$ cat src/rtl/aes_gcm_host_if_if.sv
// Host/core port bundle for the AES-GCM host adapter.
// slave = adapter view, master = host plus core environment view.
interface aes_gcm_host_if_if;
  logic [31:0]  iWr_data;
  logic [2:0]   iWr_sel;
  logic         iWr_valid;
  logic         oWr_ready;
  logic [3:0]   oCore_ctrl;
  logic         oCore_keylen;
  logic [95:0]  oCore_iv;
  logic [255:0] oCore_key;
  logic [127:0] oCore_aad;
  logic [127:0] oCore_block;
  logic [127:0] oCore_tag;
  logic         oCore_iv_valid;
  logic         oCore_key_valid;
  logic         oCore_aad_valid;
  logic         oCore_block_valid;
  logic         oCore_tag_valid;
  logic         iCore_ready;
  logic [127:0] iCore_result;
  logic         iCore_result_valid;
  logic [127:0] iCore_tag;
  logic         iCore_tag_valid;
  logic         iCore_authentic;
  logic [31:0]  oRd_data;
  logic         oRd_sel;
  logic         oRd_last;
  logic         oRd_auth;
  logic         oRd_valid;
  logic         iRd_ready;
  logic         oOverflow;

  modport slave (
    input  iWr_data, iWr_sel, iWr_valid,
    input  iCore_ready, iCore_result, iCore_result_valid,
    input  iCore_tag, iCore_tag_valid, iCore_authentic,
    input  iRd_ready,
    output oWr_ready, oCore_ctrl, oCore_keylen,
    output oCore_iv, oCore_key, oCore_aad,
    output oCore_block, oCore_tag,
    output oCore_iv_valid, oCore_key_valid,
    output oCore_aad_valid, oCore_block_valid,
    output oCore_tag_valid,
    output oRd_data, oRd_sel, oRd_last, oRd_auth,
    output oRd_valid, oOverflow
  );

  modport master (
    output iWr_data, iWr_sel, iWr_valid,
    output iCore_ready, iCore_result, iCore_result_valid,
    output iCore_tag, iCore_tag_valid, iCore_authentic,
    output iRd_ready,
    input  oWr_ready, oCore_ctrl, oCore_keylen,
    input  oCore_iv, oCore_key, oCore_aad,
    input  oCore_block, oCore_tag,
    input  oCore_iv_valid, oCore_key_valid,
    input  oCore_aad_valid, oCore_block_valid,
    input  oCore_tag_valid,
    input  oRd_data, oRd_sel, oRd_last, oRd_auth,
    input  oRd_valid, oOverflow
  );
endinterface

$ cat src/rtl/aes_gcm_host_if.sv
// Word-serial host adapter for the AES-GCM v4 core: assembles 32-bit
// writes into wide core fields and streams result/tag words back.
module aes_gcm_host_if (
  input  logic iClk,
  input  logic iRstn,
  aes_gcm_host_if_if.slave bus
);
  localparam logic [0:0] W_COLLECT = 1'b0;
  localparam logic [0:0] W_COMMIT  = 1'b1;
  localparam logic [1:0] R_IDLE    = 2'd0;
  localparam logic [1:0] R_RES     = 2'd1;
  localparam logic [1:0] R_TAG     = 2'd2;

  logic [0:0]   wst;
  logic         wr_ready;
  logic [2:0]   cur_sel;
  logic [2:0]   cnt;
  logic [2:0]   idx;
  logic [2:0]   last_idx;
  logic [31:0]  shw [8];
  logic [3:0]   ctrl;
  logic         keylen;
  logic [95:0]  iv;
  logic [255:0] key;
  logic [127:0] aad, blk, tag;
  logic         iv_v, key_v, aad_v, blk_v, tag_v;
  logic         acc;

  assign acc = bus.iWr_valid & wr_ready;
  // a select change restarts the field at word 0
  assign idx = (bus.iWr_sel == cur_sel) ? cnt : 3'd0;

  always_comb begin
    last_idx = 3'd3;
    unique case (bus.iWr_sel)
      3'd0:    last_idx = keylen ? 3'd7 : 3'd3;
      3'd1:    last_idx = 3'd2;
      default: last_idx = 3'd3;
    endcase
  end

  always_ff @(posedge iClk or negedge iRstn) begin
    if (!iRstn) begin
      wst      <= W_COLLECT;
      wr_ready <= 1'b0;
      cur_sel  <= '0;
      cnt      <= '0;
      for (int i = 0; i < 8; i++) shw[i] <= '0;
      ctrl     <= '0;
      keylen   <= 1'b0;
      iv       <= '0;
      key      <= '0;
      aad      <= '0;
      blk      <= '0;
      tag      <= '0;
      {iv_v, key_v, aad_v, blk_v, tag_v} <= '0;
    end else begin
      {iv_v, key_v, aad_v, blk_v, tag_v} <= '0;
      unique case (wst)
        W_COLLECT: begin
          wr_ready <= 1'b1;
          if (acc) begin
            cur_sel <= bus.iWr_sel;
            if (bus.iWr_sel >= 3'd5) begin
              cnt <= '0;
              if (bus.iWr_sel == 3'd5) begin
                ctrl   <= bus.iWr_data[3:0];
                keylen <= bus.iWr_data[4];
              end
            end else if (idx == last_idx) begin
              shw[idx] <= bus.iWr_data;
              cnt      <= '0;
              wst      <= W_COMMIT;
              wr_ready <= 1'b0;
            end else begin
              shw[idx] <= bus.iWr_data;
              cnt      <= idx + 3'd1;
            end
          end
        end
        W_COMMIT: begin
          if (bus.iCore_ready) begin
            wst      <= W_COLLECT;
            wr_ready <= 1'b1;
            unique case (cur_sel)
              3'd0: begin
                key <= keylen
                  ? {shw[0], shw[1], shw[2], shw[3],
                     shw[4], shw[5], shw[6], shw[7]}
                  : {shw[0], shw[1], shw[2], shw[3], 128'd0};
                key_v <= 1'b1;
              end
              3'd1: begin
                iv   <= {shw[0], shw[1], shw[2]};
                iv_v <= 1'b1;
              end
              3'd2: begin
                aad   <= {shw[0], shw[1], shw[2], shw[3]};
                aad_v <= 1'b1;
              end
              3'd3: begin
                blk   <= {shw[0], shw[1], shw[2], shw[3]};
                blk_v <= 1'b1;
              end
              3'd4: begin
                tag   <= {shw[0], shw[1], shw[2], shw[3]};
                tag_v <= 1'b1;
              end
              default: ;
            endcase
          end
        end
      endcase
    end
  end

  assign bus.oWr_ready         = wr_ready;
  assign bus.oCore_ctrl        = ctrl;
  assign bus.oCore_keylen      = keylen;
  assign bus.oCore_iv          = iv;
  assign bus.oCore_key         = key;
  assign bus.oCore_aad         = aad;
  assign bus.oCore_block       = blk;
  assign bus.oCore_tag         = tag;
  assign bus.oCore_iv_valid    = iv_v;
  assign bus.oCore_key_valid   = key_v;
  assign bus.oCore_aad_valid   = aad_v;
  assign bus.oCore_block_valid = blk_v;
  assign bus.oCore_tag_valid   = tag_v;

  logic [1:0]   rstate;
  logic [1:0]   rcnt;
  logic [127:0] res_buf, tag_buf;
  logic         res_full, tag_full, tag_auth, ovf;
  logic [127:0] rd_sh;

  always_ff @(posedge iClk or negedge iRstn) begin
    if (!iRstn) begin
      rstate   <= R_IDLE;
      rcnt     <= '0;
      res_buf  <= '0;
      tag_buf  <= '0;
      res_full <= 1'b0;
      tag_full <= 1'b0;
      tag_auth <= 1'b0;
      ovf      <= 1'b0;
    end else begin
      if (bus.iCore_result_valid) begin
        if (!res_full) begin
          res_buf  <= bus.iCore_result;
          res_full <= 1'b1;
        end else ovf <= 1'b1;
      end
      if (bus.iCore_tag_valid) begin
        if (!tag_full) begin
          tag_buf  <= bus.iCore_tag;
          tag_auth <= bus.iCore_authentic;
          tag_full <= 1'b1;
        end else ovf <= 1'b1;
      end
      unique case (1'b1)
        (rstate == R_IDLE): begin
          rcnt <= '0;
          if (res_full) rstate <= R_RES;
          else if (tag_full) rstate <= R_TAG;
        end
        default: begin
          if (bus.iRd_ready) begin
            rcnt <= rcnt + 2'd1;
            if (rcnt == 2'd3) begin
              rstate <= R_IDLE;
              if (rstate == R_RES) res_full <= 1'b0;
              else tag_full <= 1'b0;
            end
          end
        end
      endcase
    end
  end

  always_comb begin
    rd_sh = (rstate == R_TAG) ? tag_buf : res_buf;
    rd_sh = rd_sh << {rcnt, 5'd0};
  end

  assign bus.oRd_valid = (rstate != R_IDLE);
  assign bus.oRd_data  = bus.oRd_valid ? rd_sh[127:96] : 32'd0;
  assign bus.oRd_sel   = (rstate == R_TAG);
  assign bus.oRd_last  = bus.oRd_valid & (rcnt == 2'd3);
  assign bus.oRd_auth  = tag_auth;
  assign bus.oOverflow = ovf;
endmodule

$ cat src/flat_wrapper.sv
// flat-port wrapper written by rule: the top's interface ports become plain ports
module aes_gcm_host_if_flat 
  (iClk, iRstn, bus_iWr_data, bus_iWr_sel, bus_iWr_valid, bus_iCore_ready, bus_iCore_result, bus_iCore_result_valid, bus_iCore_tag, bus_iCore_tag_valid, bus_iCore_authentic, bus_iRd_ready, bus_oWr_ready, bus_oCore_ctrl, bus_oCore_keylen, bus_oCore_iv, bus_oCore_key, bus_oCore_aad, bus_oCore_block, bus_oCore_tag, bus_oCore_iv_valid, bus_oCore_key_valid, bus_oCore_aad_valid, bus_oCore_block_valid, bus_oCore_tag_valid, bus_oRd_data, bus_oRd_sel, bus_oRd_last, bus_oRd_auth, bus_oRd_valid, bus_oOverflow);
  aes_gcm_host_if_if bus_i ();
  input  logic iClk;
  input  logic iRstn;
  input wire logic [$bits(bus_i.iWr_data)-1:0] bus_iWr_data;
  input wire logic [$bits(bus_i.iWr_sel)-1:0] bus_iWr_sel;
  input wire logic [$bits(bus_i.iWr_valid)-1:0] bus_iWr_valid;
  input wire logic [$bits(bus_i.iCore_ready)-1:0] bus_iCore_ready;
  input wire logic [$bits(bus_i.iCore_result)-1:0] bus_iCore_result;
  input wire logic [$bits(bus_i.iCore_result_valid)-1:0] bus_iCore_result_valid;
  input wire logic [$bits(bus_i.iCore_tag)-1:0] bus_iCore_tag;
  input wire logic [$bits(bus_i.iCore_tag_valid)-1:0] bus_iCore_tag_valid;
  input wire logic [$bits(bus_i.iCore_authentic)-1:0] bus_iCore_authentic;
  input wire logic [$bits(bus_i.iRd_ready)-1:0] bus_iRd_ready;
  output wire logic [$bits(bus_i.oWr_ready)-1:0] bus_oWr_ready;
  output wire logic [$bits(bus_i.oCore_ctrl)-1:0] bus_oCore_ctrl;
  output wire logic [$bits(bus_i.oCore_keylen)-1:0] bus_oCore_keylen;
  output wire logic [$bits(bus_i.oCore_iv)-1:0] bus_oCore_iv;
  output wire logic [$bits(bus_i.oCore_key)-1:0] bus_oCore_key;
  output wire logic [$bits(bus_i.oCore_aad)-1:0] bus_oCore_aad;
  output wire logic [$bits(bus_i.oCore_block)-1:0] bus_oCore_block;
  output wire logic [$bits(bus_i.oCore_tag)-1:0] bus_oCore_tag;
  output wire logic [$bits(bus_i.oCore_iv_valid)-1:0] bus_oCore_iv_valid;
  output wire logic [$bits(bus_i.oCore_key_valid)-1:0] bus_oCore_key_valid;
  output wire logic [$bits(bus_i.oCore_aad_valid)-1:0] bus_oCore_aad_valid;
  output wire logic [$bits(bus_i.oCore_block_valid)-1:0] bus_oCore_block_valid;
  output wire logic [$bits(bus_i.oCore_tag_valid)-1:0] bus_oCore_tag_valid;
  output wire logic [$bits(bus_i.oRd_data)-1:0] bus_oRd_data;
  output wire logic [$bits(bus_i.oRd_sel)-1:0] bus_oRd_sel;
  output wire logic [$bits(bus_i.oRd_last)-1:0] bus_oRd_last;
  output wire logic [$bits(bus_i.oRd_auth)-1:0] bus_oRd_auth;
  output wire logic [$bits(bus_i.oRd_valid)-1:0] bus_oRd_valid;
  output wire logic [$bits(bus_i.oOverflow)-1:0] bus_oOverflow;
  assign bus_i.iWr_data = bus_iWr_data;
  assign bus_i.iWr_sel = bus_iWr_sel;
  assign bus_i.iWr_valid = bus_iWr_valid;
  assign bus_i.iCore_ready = bus_iCore_ready;
  assign bus_i.iCore_result = bus_iCore_result;
  assign bus_i.iCore_result_valid = bus_iCore_result_valid;
  assign bus_i.iCore_tag = bus_iCore_tag;
  assign bus_i.iCore_tag_valid = bus_iCore_tag_valid;
  assign bus_i.iCore_authentic = bus_iCore_authentic;
  assign bus_i.iRd_ready = bus_iRd_ready;
  assign bus_oWr_ready = bus_i.oWr_ready;
  assign bus_oCore_ctrl = bus_i.oCore_ctrl;
  assign bus_oCore_keylen = bus_i.oCore_keylen;
  assign bus_oCore_iv = bus_i.oCore_iv;
  assign bus_oCore_key = bus_i.oCore_key;
  assign bus_oCore_aad = bus_i.oCore_aad;
  assign bus_oCore_block = bus_i.oCore_block;
  assign bus_oCore_tag = bus_i.oCore_tag;
  assign bus_oCore_iv_valid = bus_i.oCore_iv_valid;
  assign bus_oCore_key_valid = bus_i.oCore_key_valid;
  assign bus_oCore_aad_valid = bus_i.oCore_aad_valid;
  assign bus_oCore_block_valid = bus_i.oCore_block_valid;
  assign bus_oCore_tag_valid = bus_i.oCore_tag_valid;
  assign bus_oRd_data = bus_i.oRd_data;
  assign bus_oRd_sel = bus_i.oRd_sel;
  assign bus_oRd_last = bus_i.oRd_last;
  assign bus_oRd_auth = bus_i.oRd_auth;
  assign bus_oRd_valid = bus_i.oRd_valid;
  assign bus_oOverflow = bus_i.oOverflow;
  aes_gcm_host_if u_core (.iClk(iClk), .iRstn(iRstn), .bus(bus_i));
endmodule
$ cat config.mk
export PLATFORM = sky130hd
export DESIGN_NAME = aes_gcm_host_if_flat
export DESIGN_NICKNAME = d
export VERILOG_FILES = /design/src/rtl/aes_gcm_host_if_if.sv /design/src/rtl/aes_gcm_host_if.sv /design/src/flat_wrapper.sv
export SDC_FILE = /design/constraint.sdc
export NUM_CORES = 2
export LEC_CHECK = 0
export ABC_AREA = 1
export BUFFER_PORTS_ARGS = -buffer_cell sky130_fd_sc_hd__buf_2
export CAP_MARGIN = 10
export CORE_AREA = 4 4 421 423
export CTS_BUF_LIST = sky130_fd_sc_hd__clkbuf_2 sky130_fd_sc_hd__clkbuf_4 sky130_fd_sc_hd__clkbuf_8
export DETAILED_ROUTE_END_ITERATION = 10
export DIE_AREA = 0 0 425 427
export SYNTH_ARGS = -nofsm -noshare
export SYNTH_HDL_FRONTEND = slang
export SYNTH_SLANG_ARGS = --single-unit
$ cat constraint.sdc
create_clock -name iClk -period 2.95 [get_ports iClk]
set_clock_uncertainty 0.2 [all_clocks]
set_input_delay 0.59 -clock iClk [delete_from_list [all_inputs] [get_ports iClk]]
set_output_delay 0.59 -clock iClk [all_outputs]
set_load 0.05 [all_outputs]
==> out/results.ini <==
[final_layout]
seq_area_mm2 = 0.0319
fin_nets = 6493
nFillCells = 16933
syn_to_final_growth_pct = 37.1
fin_cells = 8716
multi_input_area_mm2 = 0.0151
drive_gt1_share_pct = 31.9

[synth]
ys.flop_type = dfrtp_1
yosys_warnings = 0
yosysSeqAreaShare_pct = 65.3
synth_area_leaders = dfrtp_1 (65%), o21ai_0 (9.5%), nand2_1 (8.9%), mux2_2 (5.9%), o21ai_1 (2.7%)
synth.net_count = 4993
synth_area_per_cell_um2 = 10.4
synth_area_mm2 = 0.0488
synth-seq-cells = 1274
ys_types = 33
synth_top_cell_by_area = dfrtp_1
synth_common_cells = dfrtp_1 (1274), nand2_1 (1157), o21ai_0 (931)
synth_edf_count = 0
synthArstFlopShare_pct = 100
syn_inst = 4692
synth_top_area_share_pct = 65.3
yosysMostFrequentCell = dfrtp_1

[die]
dieArea_mm2 = 0.181
start_util_pct = 28.1
die_x_um = 425
rows = 153
die_y_um = 427
pin_count = 1083
core_area_mm2 = 0.173

[placement]
portBuffers = 1082
dp.cells = 7946
gp_congestion = 0.878
dp_slack_ns = 0.143
place.detailed.hpwl_mm = 135

[clock_tree]
clockBufferDepth = 3
clk_latency_ns = 1.01
cts_tree = yes
cts.sinks = 1274
root_buffer = clkbuf_8
h-tree-depth = 4
path_clk_slew_ns = 0.06
cts_buffers = 211

[critical_path]
cp-end-kind = output pin
reg2reg_from = u_core.wst$_DFF_PN0_
critPathLaunchType = register
cp-endpoint = bus_oRd_data[5]
reg2reg_depth = 5
required_ns = 2.16
crit_type = reg -> out
timing.rr.end = u_core.bus.oCore_tag[107]$_DFFE_PN0P_
r2r_slack_ns = 0.60
crit_arrival_ns = 2.90
setup.worst_path.start = u_core.rstate[0]$_DFFE_PN0P_
cp_max_fo = 8

[route]
wl_mm = 200
post_drt_wl_per_cell_um = 22.9
drc = 0
ant_nets = 0
first_pass_iters = 6
vias = 41608
post_drt_via_cell_ratio = 4.77
drt_iter0_drc = 3766

[job]
cap_viol_max_count = 0

[global_routing]
antenna_found_initial = 27
grt_usage_pct = 21.2
grt_pass1_vias = 41305
grt_pass1_wl_mm = 285
grt_start_max_net_pins = 99
overflow = 0

[power]
pwr_density_cell_mw_per_mm2 = 718
p_leak_uw = 0.0332
total_power_uw = 48000
vdd_drop_max_v = 0.000910

[timing]
report.final.slew_viol_count = 0
hold_viol = 0
period_needed_ns = 3.69
max_slew_margin_pct = 47.5
worst_pin_slew_ns = 0.787
final-setup-viol-count = 35
max_freq_ghz = 0.271
rsz0062_at_grt = yes
timing.final.crit_share_pct = 125
fin_ws_ns = -0.742

[min_path]
hp-class = in -> reg

[status]
status = finished, violations left
violations = negative setup slack

## layout by cell type, fill, tap and decap left out, drive strengths merged
cell type	instances
xor2	1
dfrtp	1274
diode	30
mux2	257
bufbuf	2
nand2	1167
o22ai	2
a221o	1
o21ai	1198
bufinv	6
clkinvlp	2
xnor2	1
buf	1273
dlygate4sd3	311
a21oi	1
o31ai	1
a31oi	1
nand4	3
clkinv	30
o211ai	32
ha	2
nor2	244
clkbuf	336
inv	205
nor4	3
nand3	8
## area by class of cell
cell class                 count  area share (%)
timing repair buffer        1590            17.2
clock buffer                 332            6.13
timing repair inverter         1          0.0131
sequential                  1274            47.7
clock inverter                50           0.793
inverter                     192            1.14
tap                         2325            4.35
antenna                       30           0.112
multi-input combinational   2922            22.5
## logic make-up (layout without fill, tap and decap cells)
logic type	after synthesis	after routing	synth area share, %
AND/OR/NAND/NOR	1425	1425	11.4
buffers and inverters	496	2165	4.38
AO/OA/AOI/OAI	1236	1236	12.9
other	0	30	0
flip-flops	1274	1274	65.3
XOR/XNOR	2	2	0.0359
multiplexers	257	257	5.93
adder cells (fa/ha/maj)	2	2	0.0513
## metrics by stage
step           hold slack (ns)  area (um2)  setup TNS, ns  utilization, %
2_1_floorplan           0.0944       48800              0               -
3_3_place_gp             0.260       57600              0            33.2
3_5_place_dp             0.267       57600              0            33.2
4_1_cts                 0.0228       66500         -21.35            38.4
5_1_grt                 0.0946       66800         -23.34            38.5
6_report                 0.129       66900         -18.84            38.6
## flip-flops by register name (all words and copies together), names as in the netlist, 4 cells and up
register,count
u_core.shw,256
u_core.bus.oCore_block,128
u_core.tag_buf,128
u_core.bus.oCore_tag,128
u_core.res_buf,128
u_core.bus.oCore_iv,96
u_core.bus.oCore_key,256
u_core.bus.oCore_aad,128
u_core.bus.oCore_ctrl,4
## power breakdown
part           total (uW)  switching [uW]  internal, uW
clock               17100            7630          9420
combinational       10400            6160          4210
sequential          20600            1330         19300
## worst min path at each step
| stage | from | endpoint | slack, ns | depth (start not counted) |
|---|---|---|---|---|
| 5_1_grt | bus_iCore_result[102] | u_core.res_buf[102]$_DFFE_PN0P_ | 0.09 | 3 |
| 3_5_place_dp | u_core.bus.oCore_tag[98]$_DFFE_PN0P_ | u_core.bus.oCore_tag[98]$_DFFE_PN0P_ | 0.27 | 2 |
| 2_1_floorplan | iRstn | u_core.bus.oCore_aad[0]$_DFFE_PN0P_ | 0.09 | 0 |
| 3_3_place_gp | u_core.bus.oCore_tag[78]$_DFFE_PN0P_ | u_core.bus.oCore_tag[78]$_DFFE_PN0P_ | 0.26 | 2 |
| 4_1_cts | bus_iCore_result[102] | u_core.res_buf[102]$_DFFE_PN0P_ | 0.02 | 3 |
| 6_report | bus_iCore_result[102] | u_core.res_buf[102]$_DFFE_PN0P_ | 0.13 | 3 |
## timing repair
| action | CTS | global route |
|---|---|---|
| setup buffers | 22 | 8 |
| hold buffers | 312 | 0 |
| pin swaps | 40 | 53 |
| cloned | 17 | 5 |
| setup endpoints to repair | 36 | 35 |
| hold endpoints to repair | 1802 | 0 |
| resized for setup | 217 | 89 |
## layer usage
| metal | global-route usage (%) | vias to the layer above | wire [um] |
|---|---|---|---|
| met5 | 0 | - | 0 |
| met4 | 12.1 | 0 | 13100 |
| met2 | 35.1 | 2048 | 96400 |
| met1 | 25.5 | 20412 | 74800 |
| li1 | - | 18555 | - |
| met3 | 4.72 | 593 | 15400 |
## critical path: stages (launching register included)
cell and delay [ns]:
dfrtp_2 0.43, nor2_4 0.17, buf_6 0.15, buf_6 0.13, buf_16 0.15, nor2_4 0.05, nor2_2 0.16, o21ai_1 0.10
o211ai_1 0.10, o21ai_1 0.11, nor2_1 0.15, buf_6 0.18
Note: power is estimated with default switching activity, not from simulation.
